## config.mk

```make
export PLATFORM = sky130hd
export DESIGN_NAME = vector_capture_monitor
export DESIGN_NICKNAME = d
export VERILOG_FILES = /design/src/rtl/vector_capture_monitor.sv
export SDC_FILE = /design/constraint.sdc
export NUM_CORES = 1
export LEC_CHECK = 0
export BUFFER_PORTS_ARGS = -buffer_cell sky130_fd_sc_hd__buf_2
export CAP_MARGIN = 20
export CORE_MARGIN = 1
export CORE_UTILIZATION = 30
export DETAILED_ROUTE_END_ITERATION = 10
export PLACE_DENSITY = 0.52
export RECOVER_POWER = 100
export SYNTH_ARGS = -nofsm -noshare
export SYNTH_HDL_FRONTEND = slang
export SYNTH_SLANG_ARGS = --single-unit
```

## constraint.sdc

```tcl
create_clock -name clk_sys_i -period 13.5 [get_ports clk_sys_i]
set_input_delay 0 -clock clk_sys_i [delete_from_list [all_inputs] [get_ports clk_sys_i]]
set_output_delay 0 -clock clk_sys_i [all_outputs]
set_load 0.005 [all_outputs]
```

## src/rtl/vector_capture_monitor.sv

```systemverilog
// Vector capture monitor: timestamps masked changes of a monitored vector into a FWFT FIFO.
// Optional trigger-armed start is compiled in with the VCM_TRIGGER_EN macro.
module vector_capture_monitor #(
   parameter int g_vec_bits   = 30,
   parameter int g_ts_bits    = 32,
   parameter int g_fifo_depth = 16
) (
   input  logic                          clk_sys_i,
   input  logic                          rst_i,
`ifdef VCM_TRIGGER_EN
   input  logic [g_vec_bits-1:0]         trig_val_i,
   output logic                          trig_o,
`endif
   input  logic [g_vec_bits-1:0]         vec_i,
   input  logic [g_vec_bits-1:0]         mask_i,
   input  logic                          arm_i,
   input  logic                          stop_i,
   input  logic                          rd_i,
   output logic                          rd_valid_o,
   output logic [g_ts_bits-1:0]          rd_ts_o,
   output logic [g_vec_bits-1:0]         rd_vec_o,
   output logic [$clog2(g_fifo_depth):0] count_o,
   output logic                          overflow_o,
   output logic [1:0]                    state_o
);

   localparam int AW = $clog2(g_fifo_depth);
   localparam logic [AW:0] DEPTH_C = (AW+1)'(g_fifo_depth);

   typedef enum logic [1:0] {
      S_IDLE    = 2'd0,
      S_ARMED   = 2'd1,
      S_CAPTURE = 2'd2
   } state_t;

   state_t state, state_next;

   logic [g_ts_bits-1:0]  ts_cnt, ts_now;
   logic [g_vec_bits-1:0] prev_vec;
   logic                  change, trig_match, push_now;

   logic                  s1_valid, s2_valid;
   logic [g_ts_bits-1:0]  s1_ts, s2_ts;
   logic [g_vec_bits-1:0] s1_vec, s2_vec;

   logic [g_ts_bits+g_vec_bits-1:0] mem [g_fifo_depth];
   logic [AW:0]           wr_ptr, rd_ptr, count;
   logic                  empty, full, do_pop, do_wr;

   // ts_cnt holds the timestamp of the upcoming edge; the arm edge itself is ts 0.
   assign ts_now = arm_i ? '0 : ts_cnt;
   assign change = |((vec_i ^ prev_vec) & mask_i);

`ifdef VCM_TRIGGER_EN
   assign trig_match = ((vec_i ^ trig_val_i) & mask_i) == '0;
`else
   assign trig_match = 1'b0;
`endif

   always_ff @(posedge clk_sys_i or posedge rst_i) begin
      if (rst_i) begin
         state    <= S_IDLE;
         ts_cnt   <= '0;
         prev_vec <= '0;
      end else begin
         state    <= state_next;
         prev_vec <= vec_i;
         if (arm_i)
            ts_cnt <= g_ts_bits'(1);
         else if (ts_cnt != '1)
            ts_cnt <= ts_cnt + 1'b1;
      end
   end

   always_comb begin
      state_next = state;
      push_now   = 1'b0;
      if (arm_i) begin
`ifdef VCM_TRIGGER_EN
         state_next = S_ARMED;
`else
         state_next = S_CAPTURE;
         push_now   = 1'b1;
`endif
      end else begin
         case (state)
            S_CAPTURE: begin
               if (stop_i)
                  state_next = S_IDLE;
               else if (change)
                  push_now = 1'b1;
            end
            S_ARMED: begin
               if (stop_i) begin
                  state_next = S_IDLE;
               end else if (trig_match) begin
                  state_next = S_CAPTURE;
                  push_now   = 1'b1;
               end
            end
            S_IDLE:  state_next = S_IDLE;
            default: state_next = S_IDLE;
         endcase
      end
   end

`ifdef VCM_TRIGGER_EN
   // Only a trigger match moves ARMED to CAPTURE without arm_i.
   always_ff @(posedge clk_sys_i or posedge rst_i) begin
      if (rst_i)
         trig_o <= 1'b0;
      else
         trig_o <= (state == S_ARMED) && (state_next == S_CAPTURE);
   end
`endif

   // Two-stage entry pipeline; an arm edge kills anything still in flight.
   always_ff @(posedge clk_sys_i or posedge rst_i) begin
      if (rst_i) begin
         s1_valid <= 1'b0;
         s1_ts    <= '0;
         s1_vec   <= '0;
         s2_valid <= 1'b0;
         s2_ts    <= '0;
         s2_vec   <= '0;
      end else begin
         s1_valid <= push_now;
         s1_ts    <= ts_now;
         s1_vec   <= vec_i;
         s2_valid <= s1_valid & ~arm_i;
         s2_ts    <= s1_ts;
         s2_vec   <= s1_vec;
      end
   end

   assign count  = wr_ptr - rd_ptr;
   assign empty  = (count == '0);
   assign full   = (count == DEPTH_C);
   assign do_pop = rd_i && !empty && !arm_i;
   assign do_wr  = s2_valid && (!full || do_pop) && !arm_i;

   always_ff @(posedge clk_sys_i or posedge rst_i) begin
      if (rst_i) begin
         wr_ptr     <= '0;
         rd_ptr     <= '0;
         overflow_o <= 1'b0;
      end else if (arm_i) begin
         wr_ptr     <= '0;
         rd_ptr     <= '0;
         overflow_o <= 1'b0;
      end else begin
         if (do_wr)
            wr_ptr <= wr_ptr + 1'b1;
         if (do_pop)
            rd_ptr <= rd_ptr + 1'b1;
         if (s2_valid && full && !do_pop)
            overflow_o <= 1'b1;
      end
   end

   always_ff @(posedge clk_sys_i) begin
      if (do_wr)
         mem[wr_ptr[AW-1:0]] <= {s2_ts, s2_vec};
   end

   // Head data is forced to zero while empty so reset and flush read back as zero.
   assign rd_valid_o = !empty;
   assign rd_ts_o    = empty ? '0 : mem[rd_ptr[AW-1:0]][g_ts_bits+g_vec_bits-1:g_vec_bits];
   assign rd_vec_o   = empty ? '0 : mem[rd_ptr[AW-1:0]][g_vec_bits-1:0];
   assign count_o    = count;
   assign state_o    = state;

endmodule

```

After elaboration in Yosys (flattened, before gate mapping)

Memory sizes are Yosys's and may differ from the RTL's.
Index checks and enable logic that the tools add are counted.

Register bits: 171
Bits in writable memories: 992
Input bits: 65
Output and inout port bits: 71
Logic and storage cells: 63
Memories: 1

Memories:

| memory | words | bits a word | read ports | clocked after Yosys merged registers in | write ports | RTL line | source |
|---|---|---|---|---|---|---|---|
| mem    | 16    | 62          | 1          | 0                                       | 1           | 46       | `logic [g_ts_bits+g_vec_bits-1:0] mem [g_fifo_depth];` |

Add/subtract/negate cells: 4
Equal/unequal tests: 5
Mux-type cells: 20
Bitwise logic cells: 4
Reductions and logical operators: 18

Operators by type and width:

| kind                  | count |
|---|---|
| $mux 32               | 4 |
| $add 32x1->32 const B | 1 |
| $ne 32x32->1 const B  | 1 |
| $and 30x30->30        | 1 |
| $mux 30               | 1 |
| $reduce_or 30->1      | 1 |
| $xor 30x30->30        | 1 |
| $mux 5                | 4 |
| $add 5x1->5 const B   | 2 |
| $mux 1                | 8 |
| $reduce_bool 2->1     | 4 |
| $logic_and 1x1->1     | 6 |
| $mux 2                | 3 |
| $eq 5x5->1 const B    | 1 |
| $logic_not 5->1       | 1 |
| $sub 5x5->5           | 1 |
| $logic_not 1->1       | 4 |
| $ne 3x1->1 const B    | 1 |
| $eq 2x1->1 const B    | 1 |
| $eq 2x2->1 const B    | 1 |
| $reduce_or 2->1       | 1 |
| $and 1x1->1           | 1 |
| $logic_or 1x1->1      | 1 |
| $not 1->1             | 1 |

Logic depth before layout (Yosys ltp)

Gate-level depths: netlist of the first run.

Word-level depth: 10
Gate-level depth with buffers: 11
Gate-level depth less buffers: 9

Least setup slack after synthesis of the first run

OpenSTA, ideal clock, no wires.

Path type: reg2reg
Start point: register rd_ptr[1]
End point: memory mem[14][0] (netlist name) (enable)
Setup time: 0.813 ns
Data arrival time: 11.898 ns
Data required time: 12.687 ns
Slack: 0.789 ns
Cell stages (with the launch flop): 10
Path buffers: 3
Clock period less this slack: 12.711 ns
Cells stage by stage: dfrtp_1 clkbuf_1 clkbuf_1 clkbuf_1 inv_1 fa_1 xor2_1 nand4b_1 nand2_1 a2111oi_0

Word-level cells in the longest chain between the ends: 10
Elaborated cells between the ends (all ways): 12
Those cells by class: add/sub: 1; eq/ne: 1; mux: 2; reduce/logical: 8

Ends and longest elaborated chain:

| element                             | RTL line | source |
|---|---|---|
| start: declaration                  | 47       | `logic [AW:0] wr_ptr, rd_ptr, count;` |
| start signal: assignment            | 155      | `rd_ptr <= rd_ptr + 1'b1;` |
| $sub 5x5->5 (*)                     | 136      | `assign count = wr_ptr - rd_ptr;` |
| net count_o[2]                      | 22       | `output logic [$clog2(g_fifo_depth):0] count_o,` |
| $logic_not 5->1                     | 137      | `assign empty = (count == '0);` |
| $logic_not 1->1                     | 139      | `assign do_pop = rd_i && !empty && !arm_i;` |
| $logic_and 1x1->1 (2 in series)     | 139      |  |
| $logic_or 1x1->1 (*)                | 140      | `assign do_wr = s2_valid && (!full \|\| do_pop) && !arm_i;` |
| $logic_and 1x1->1 (*) (2 in series) | 140      |  |
| $mux 1 (*)                          | 162      | `if (do_wr)` |
| $mux 1 (implied by the code) (*)    | 163      | `mem[wr_ptr[AW-1:0]] <= {s2_ts, s2_vec};` |
| end: declaration                    | 46       |  |

The timed path passes the listed nets; every way through them passes the cells marked *.

Worst setup path after layout of the first run

Start point: register rd_ptr[0]
End point: memory mem[15][33] (netlist name) (enable)

Word-level cells in the longest chain between the ends: 10
Elaborated cells between the ends (all ways): 12
Those cells by class: add/sub: 1; eq/ne: 1; mux: 2; reduce/logical: 8

Ends and longest elaborated chain:

| element                             | RTL line |
|---|---|
| $sub 5x5->5 (*)                     | 136 |
| $logic_not 5->1                     | 137 |
| $logic_not 1->1                     | 139 |
| $logic_and 1x1->1 (2 in series)     | 139 |
| $logic_or 1x1->1 (*)                | 140 |
| $logic_and 1x1->1 (*) (2 in series) | 140 |
| $mux 1 (*)                          | 162 |
| $mux 1 (implied by the code) (*)    | 163 |

Every way passes the cells marked *; elsewhere a longest branch is shown, timed or not.

==> metrics.csv, run 1 <==
metric;value;unit
status;finished with violations;
failed_checks;max-capacitance violations, max-slew violations;
clock_sinks;1162;
layout-drive-gt1-share;24.5;%
syn_area_per_cell;22.5;sq um
hp-class;input port to flop;
coreArea;146000;sq um
grt_use_met2;23.8;%
synth.net_count;2032;
drc;0;
r2r_cells;10;
ys_seq_area_share;77.3;%
die_w;385;um
final_util;35.3;%
crit_end;mem[15][33];
cts_made_buffers;115;
dpl.hpwl;59300;um
synth_largest_type_area_fraction;67.6;%
post-synth-top-count-cell;edfxtp_1;
rows;140;
yosys.area_share.xor_xnor;0.755;%
period_needed;8.87;ns
cp.arrival;9.07;ns
grt_setup_unrepaired;false;
setup_ws;4.63;ns
tightest_slew;4.62;ns
power_frac_comb;19.1;%
period_share;65.7;%
skew;0.0295;ns
crit_type;flop to flop;
reg2reg_slack;4.63;ns
synth_common_cells;edfxtp_1, mux4_2, dfrtp_1;
p_leak;0.0163;uW
reg2reg_to;mem[15][33];
yosys.area_share.adder;0.329;%
nets;2296;
synthSimpleGateAreaFrac;3.30;%
io_buffer_count;134;
overflow;0;
place.gp.congestion;0.743;
area_growth;16.8;%
hold_viol;0;
track_usage;14.1;%
root_buffer;clkbuf_16;
max_cap_viol_count;31;
netlist_instances;1956;
required;13.70;ns
start_util;30.2;%
post_cts_buffers;0;
p_per_area;175;nW/um^2
antenna_found_initial;3;
fmax;113;MHz
drv_slew;1251;
switchingPower;2380;uW
synth_compound_area_share;1.08;%
synth_area_leader_cell;edfxtp_1;
grt-busiest-layer;met2;
tns;0;ns
startpoint_type;flop;
timing.rr.start;rd_ptr[0];
synth-seq-cells;1162;
routedWlPerCell;24.5;um
synthArstFlopShare;14.6;%
htree_num_levels;3;
synth_edf_count;992;
clk_pin_slew;0.06;ns
first_global_vias;21700;
die_area;148000;sq um
drt_iter0_markers;1365;
yosysWarnings;0;
synth_top_family_by_area;multiplexers;
clk_latency;0.72;ns
p_clk_share;36.1;%
critPathLaunch;rd_ptr[0];
cts_buffer_depth;3;
swShare;26.4;%
die_h;385;um
syn_area;44100;sq um
pin_count;136;
cts_tree;built;
share_seq_of_total_power;44.9;%
cp_max_fo;49;
synthFlopType;edfxtp_1;
grt_pass1_wl;152000;um
grt_max_degree;160;
p_int;6630;uW
drt_first_pass_iters;5;
end_kind;flop;
maxSlewHeadroom;-208;%
post-place-ws;8.23;ns
synth_area_leaders;edfxtp_1, mux4_2, dfrtp_1;
wl;104000;um
ir_drop;0.107;mV
detail-route-antenna-nets;0;
synth_cell_type_count;59;
synth_mux_area_share;16.3;%
drt-vias-per-instance;4.79;
met1_usage;18.6;%
use_met3;2.25;%
num_vias;20300;
setup_viol;0;
## per-stage QoR
stage	power [uW]	instance area [sq um]	cells	hold WS [ns]
finish	9010	51500	4241	0.100
global placement	5920	47100	3949	0.131
detailed placement	5920	47100	3949	0.133
CTS	9200	51700	4237	0.00164
floorplan	5160	44100	1956	0.0314
global route	9380	51500	4240	0.109
## logic make-up after synthesis
group / Yosys count
xor gates and xnor gates: 38
and+or+nand+nor: 242
other: 1
adders and majority gates: 11
AOI/OAI and AO/OA: 70
muxes: 327
buffers and inverters: 105
DFF: 1162
## worst min path at each step
stage	from	to	slack (ns)	depth (start not counted)
finish	vec_i[6]	s1_vec[6]	0.10	2
CTS	vec_i[6]	s1_vec[6]	0.002	2
detailed placement	vec_i[13]	s1_vec[13]	0.13	1
global route	vec_i[6]	s1_vec[6]	0.11	2
global placement	vec_i[12]	s1_vec[12]	0.13	1
floorplan	vec_i[0]	s1_vec[0]	0.03	0
## registers in the layout, indices dropped and copies added, names as in the netlist
signal	cells
s2_vec	30
state_o	1
s2_ts	32
mem	992
s1_ts	32
s1_valid	1
ts_cnt	32
wr_ptr	5
s2_valid	1
rd_ptr	5
overflow_o	1
s1_vec	30
## layout make-up
cell class | instances | area (sq um)
inverters | 15 | 60.1
well taps | 1917 | 2400
repair buffers | 237 | 1450
diodes | 2 | 5.00
clock buffers | 156 | 3310
fillers | 13400 | 94300
flip-flops and latches | 1162 | 34100
clock inverters | 63 | 589
multi-input cells | 689 | 9600
## critical path, stage by stage, from the launching register on
cell      delay [ns]
dfrtp_1         2.04
ha_1            0.46
inv_1           0.07
fa_1            0.40
xor2_1          0.27
nand4b_1        0.26
nand2_1         0.19
a21oi_1         0.33
clkbuf_1        0.36
and4_1          0.75
clkbuf_1        3.16
## power by group through the flow
stage	clock network, uW	registers [uW]	logic (uW)
after floorplan	0	4050	1110
after CTS	3330	4040	1830
after global routing	3450	4060	1870
after detailed placement	0	4120	1800
after global placement	0	4110	1800
final	3250	4040	1720
## cell usage in the layout (no fill, tap or decap), types with 20 or more instances in the layout
master         count
clkbuf_1         139
clkinv_2          23
clkbuf_16        122
edfxtp_1         992
nor2_1            32
dfrtp_1          168
clkinv_1          20
nand2_1           23
mux4_2           310
dlygate4sd3_1     69
xor2_1            38
buf_2             37
nor2b_1           95
## metal layers
metal,up-vias,share of wire [%]
met1,11000,43
met4,0,2.7
met2,454,50
li1,8672,-
met5,-,0
met3,151,4.4
## what timing repair did
| item | in CTS | in global routing |
|---|---|---|
| resized for setup | 0 | 0 |
| hold buffers | 69 | 0 |
| hold endpoints to repair | 121 | 0 |
No activity file was read; power rests on OpenSTA's default activity.
==> inputs of run 2 (changes only) <==
--- a/config.mk
+++ b/config.mk
@@ -5,12 +5,13 @@
 export SDC_FILE = /design/constraint.sdc
 export NUM_CORES = 1
 export LEC_CHECK = 0
+export ABC_AREA = 1
 export BUFFER_PORTS_ARGS = -buffer_cell sky130_fd_sc_hd__buf_2
 export CAP_MARGIN = 20
 export CORE_MARGIN = 1
 export CORE_UTILIZATION = 30
 export DETAILED_ROUTE_END_ITERATION = 10
-export PLACE_DENSITY = 0.52
+export PLACE_DENSITY = 0.5
 export RECOVER_POWER = 100
 export SYNTH_ARGS = -nofsm -noshare
 export SYNTH_HDL_FRONTEND = slang
==> constraint.sdc (replaced) <==
create_clock -name clk_sys_i -period 9 [get_ports clk_sys_i]
set_input_delay 0 -clock clk_sys_i [delete_from_list [all_inputs] [get_ports clk_sys_i]]
set_output_delay 0 -clock clk_sys_i [all_outputs]
set_load 0.005 [all_outputs]
==> run 2 against run 1 <==
  * The run still ends with max-capacitance violations, max-slew violations left
  * Sequential power increased by 49%
  * Cell count up 44%
  * Setup slack lost 2.4 ns
  * Total power grew 58%
  * Sequential share of layout area shrank 2.2 points
  * Clock skew rose by 0.0060 ns
  * Highest routed layer is now met5
==> metrics.csv, run 2 <==
metric;value;unit
coreArea;152000;sq um
layout_common_cells;nand2_1, edfxtp_1, nand3_1, dfrtp_1, clkbuf_16;
drt_iter0_markers;2535;
detail-route-antenna-nets;0;
startpoint_type;flop;
p_leak;0.0194;uW
cts_buffer_depth;3;
failed_checks;max-capacitance violations, max-slew violations;
die_area;155000;sq um
layout-drive-gt1-share;7.89;%
largest_register_ffs;992;
routedWlPerCell;20.8;um
required;9.30;ns
hp-class;input port to flop;
grt_pass1_wl;191000;um
cp.arrival;7.08;ns
swShare;32.1;%
status;finished with violations;
switchingPower;4580;uW
critPathMostFrequentCell;nand2_1;
reg2reg_slack;2.22;ns
fin_cells;6123;
synth_mux_area_share;0;%
start_util;30.3;%
path_cells;ha_1 > inv_1 > fa_1 > nand3_1 > nand2_1 > nand2_1 > nand2_1 > o211ai_1 > nand3_4 > nor2_1 > clkbuf_2;
cts_made_buffers;115;
syn_area_per_cell;12.0;sq um
synthArstFlopShare;14.6;%
clock_sinks;1162;
wl;128000;um
reg2reg_to;mem[9][11];
p_clk_share;35.4;%
power_frac_comb;22.6;%
yosys.area_share.adder;0.314;%
antenna_found_initial;8;
grt-busiest-layer;met2;
cp.buffers_inverters;2;
syn_area;46200;sq um
ir_drop;0.192;mV
whs_endpoint;state_o[1];
drv_slew;717;
nets;4070;
met1_usage;23.3;%
netlist_instances;3856;
crit_family;flip-flops;
antenna_cells;0;
p_int;9690;uW
synth_compound_area_share;1.44;%
synth-seq-cells;1162;
place.gp.congestion;0.812;
period_needed;6.78;ns
fillCellCount;14900;
area_growth;15.3;%
yosys.area_share.xor_xnor;0.285;%
post-route-cell-area;53200;sq um
max_cap_viol_count;14;
crit_type;flop to flop;
grt_max_degree;180;
synth_largest_type_area_fraction;64.5;%
pin_count;136;
share_seq_of_total_power;42.1;%
place_area;48800;sq um
hold_depth;5;
period_share;75.3;%
io_buffer_count;134;
cts_tree;built;
timing.rr.start;rd_ptr[0];
synth_top_family_by_area;simple AND/OR/NAND/NOR gates;
clk_latency;0.74;ns
synth_common_cells;nand2_1, edfxtp_1, nand3_1;
num_vias;29400;
drt-vias-per-instance;4.80;
hold_viol;0;
use_met3;1.81;%
root_buffer;clkbuf_16;
final_common_cell;nand2_1;
drt_first_pass_iters;5;
synth_area_leaders;edfxtp_1, nand2_1, nand3_1;
cp_slowest_stage_delay;1.80;ns
track_usage;16.2;%
first_global_vias;28600;
maxSlewHeadroom;-298;%
end_kind;flop;
setup_viol;0;
synthFlopType;edfxtp_1;
synth_area_leader_cell;edfxtp_1;
overflow;0;
synthSimpleGateAreaFrac;21.1;%
rows;143;
crit_slowest_cell;dfrtp_1;
clk_pin_slew;0.06;ns
dpl.hpwl;70800;um
htree_num_levels;3;
final_util;35.0;%
synth_cell_type_count;39;
grt_use_met2;25.9;%
fmax;147;MHz
die_w;394;um
yosysWarnings;0;
tightest_slew;5.97;ns
post-synth-top-count-cell;nand2_1;
placed_cells;5837;
skew;0.0356;ns
cp_max_fo;54;
grt_setup_unrepaired;false;
r2r_cells;11;
synth_edf_count;992;
synth.net_count;3932;
die_h;394;um
ys_seq_area_share;73.8;%
hold_path.startpoint;stop_i;
post_cts_buffers;0;
tns;0;ns
p_per_area;268;nW/um^2
drc;0;
==> run 2: per-layer routing <==
metal	vias to the layer above	wire [um]
li1	13800	-
met1	14700	59400
met2	750	59600
met3	141	6360
met4	2	2260
met5	-	13
==> run 2: worst max path at each step <==
| stage | cells after the start | start | end | slack [ns] |
|---|---|---|---|---|
| after global placement | 10 | rd_ptr[1] | mem[6][16] | 4.13 |
| after floorplan | 12 | rd_ptr[3] | mem[11][0] | 3.78 |
| after CTS | 10 | rd_ptr[0] | rd_ts_o[31] | 3.62 |
| after detailed placement | 10 | rd_ptr[1] | mem[4][17] | 4.16 |
| after global routing | 11 | rd_ptr[0] | mem[9][11] | 1.80 |
| final | 11 | rd_ptr[0] | mem[9][11] | 2.22 |
==> run 2: cells by family (layout without fill, tap and decap cells) <==
family,after synthesis,after routing
AND/OR/NAND/NOR,2248,2248
flip-flops,1162,1162
buffers and inverters,309,546
AO/OA/AOI/OAI,110,110
XOR/XNOR,15,15
adder cells (fa/ha/maj),11,11
other,1,1
==> run 2: cell type report <==
cell class	count	area [sq um]	share of cell area, %
sequential	1162	34100	64.0
clock inverter	64	733	1.38
clock buffer	152	3280	6.16
timing repair buffer	247	1620	3.04
multi-input combinational	2385	10700	20.0
tap	2030	2540	4.77
inverter	83	337	0.632
==> run 2: through the flow <==
| stage | power (uW) | setup slack (ns) | hold slack (ns) |
|---|---|---|---|
| after CTS | 14500 | 3.62 | 0.0491 |
| after global placement | 9440 | 4.13 | 0.129 |
| after detailed placement | 9450 | 4.16 | 0.132 |
| after global routing | 14900 | 1.80 | 0.213 |
| after floorplan | 8080 | 3.78 | 0.0314 |
| final | 14300 | 2.22 | 0.188 |
==> run 2: power groups by stage <==
stage / clock network [uW] / logic, uW / registers (uW)
6_report: 5050 / 3220 / 6000
5_1_grt: 5360 / 3550 / 6010
4_1_cts: 5150 / 3370 / 6010
3_5_place_dp: 0 / 3330 / 6120
3_3_place_gp: 0 / 3320 / 6120
2_1_floorplan: 0 / 2050 / 6030
==> run 2: timing repair <==
action                     in CTS  in global routing
setup endpoints to repair       0                  0
hold endpoints to repair      165                  0
hold buffers                   69                  0
resized for setup               0                  0
==> run 2: tightest hold or removal path, stage by stage <==
cell and delay [ns]:
dlygate4sd3_1 0.52, buf_2 0.12, inv_1 0.05, a21oi_1 0.11, inv_1 0.07
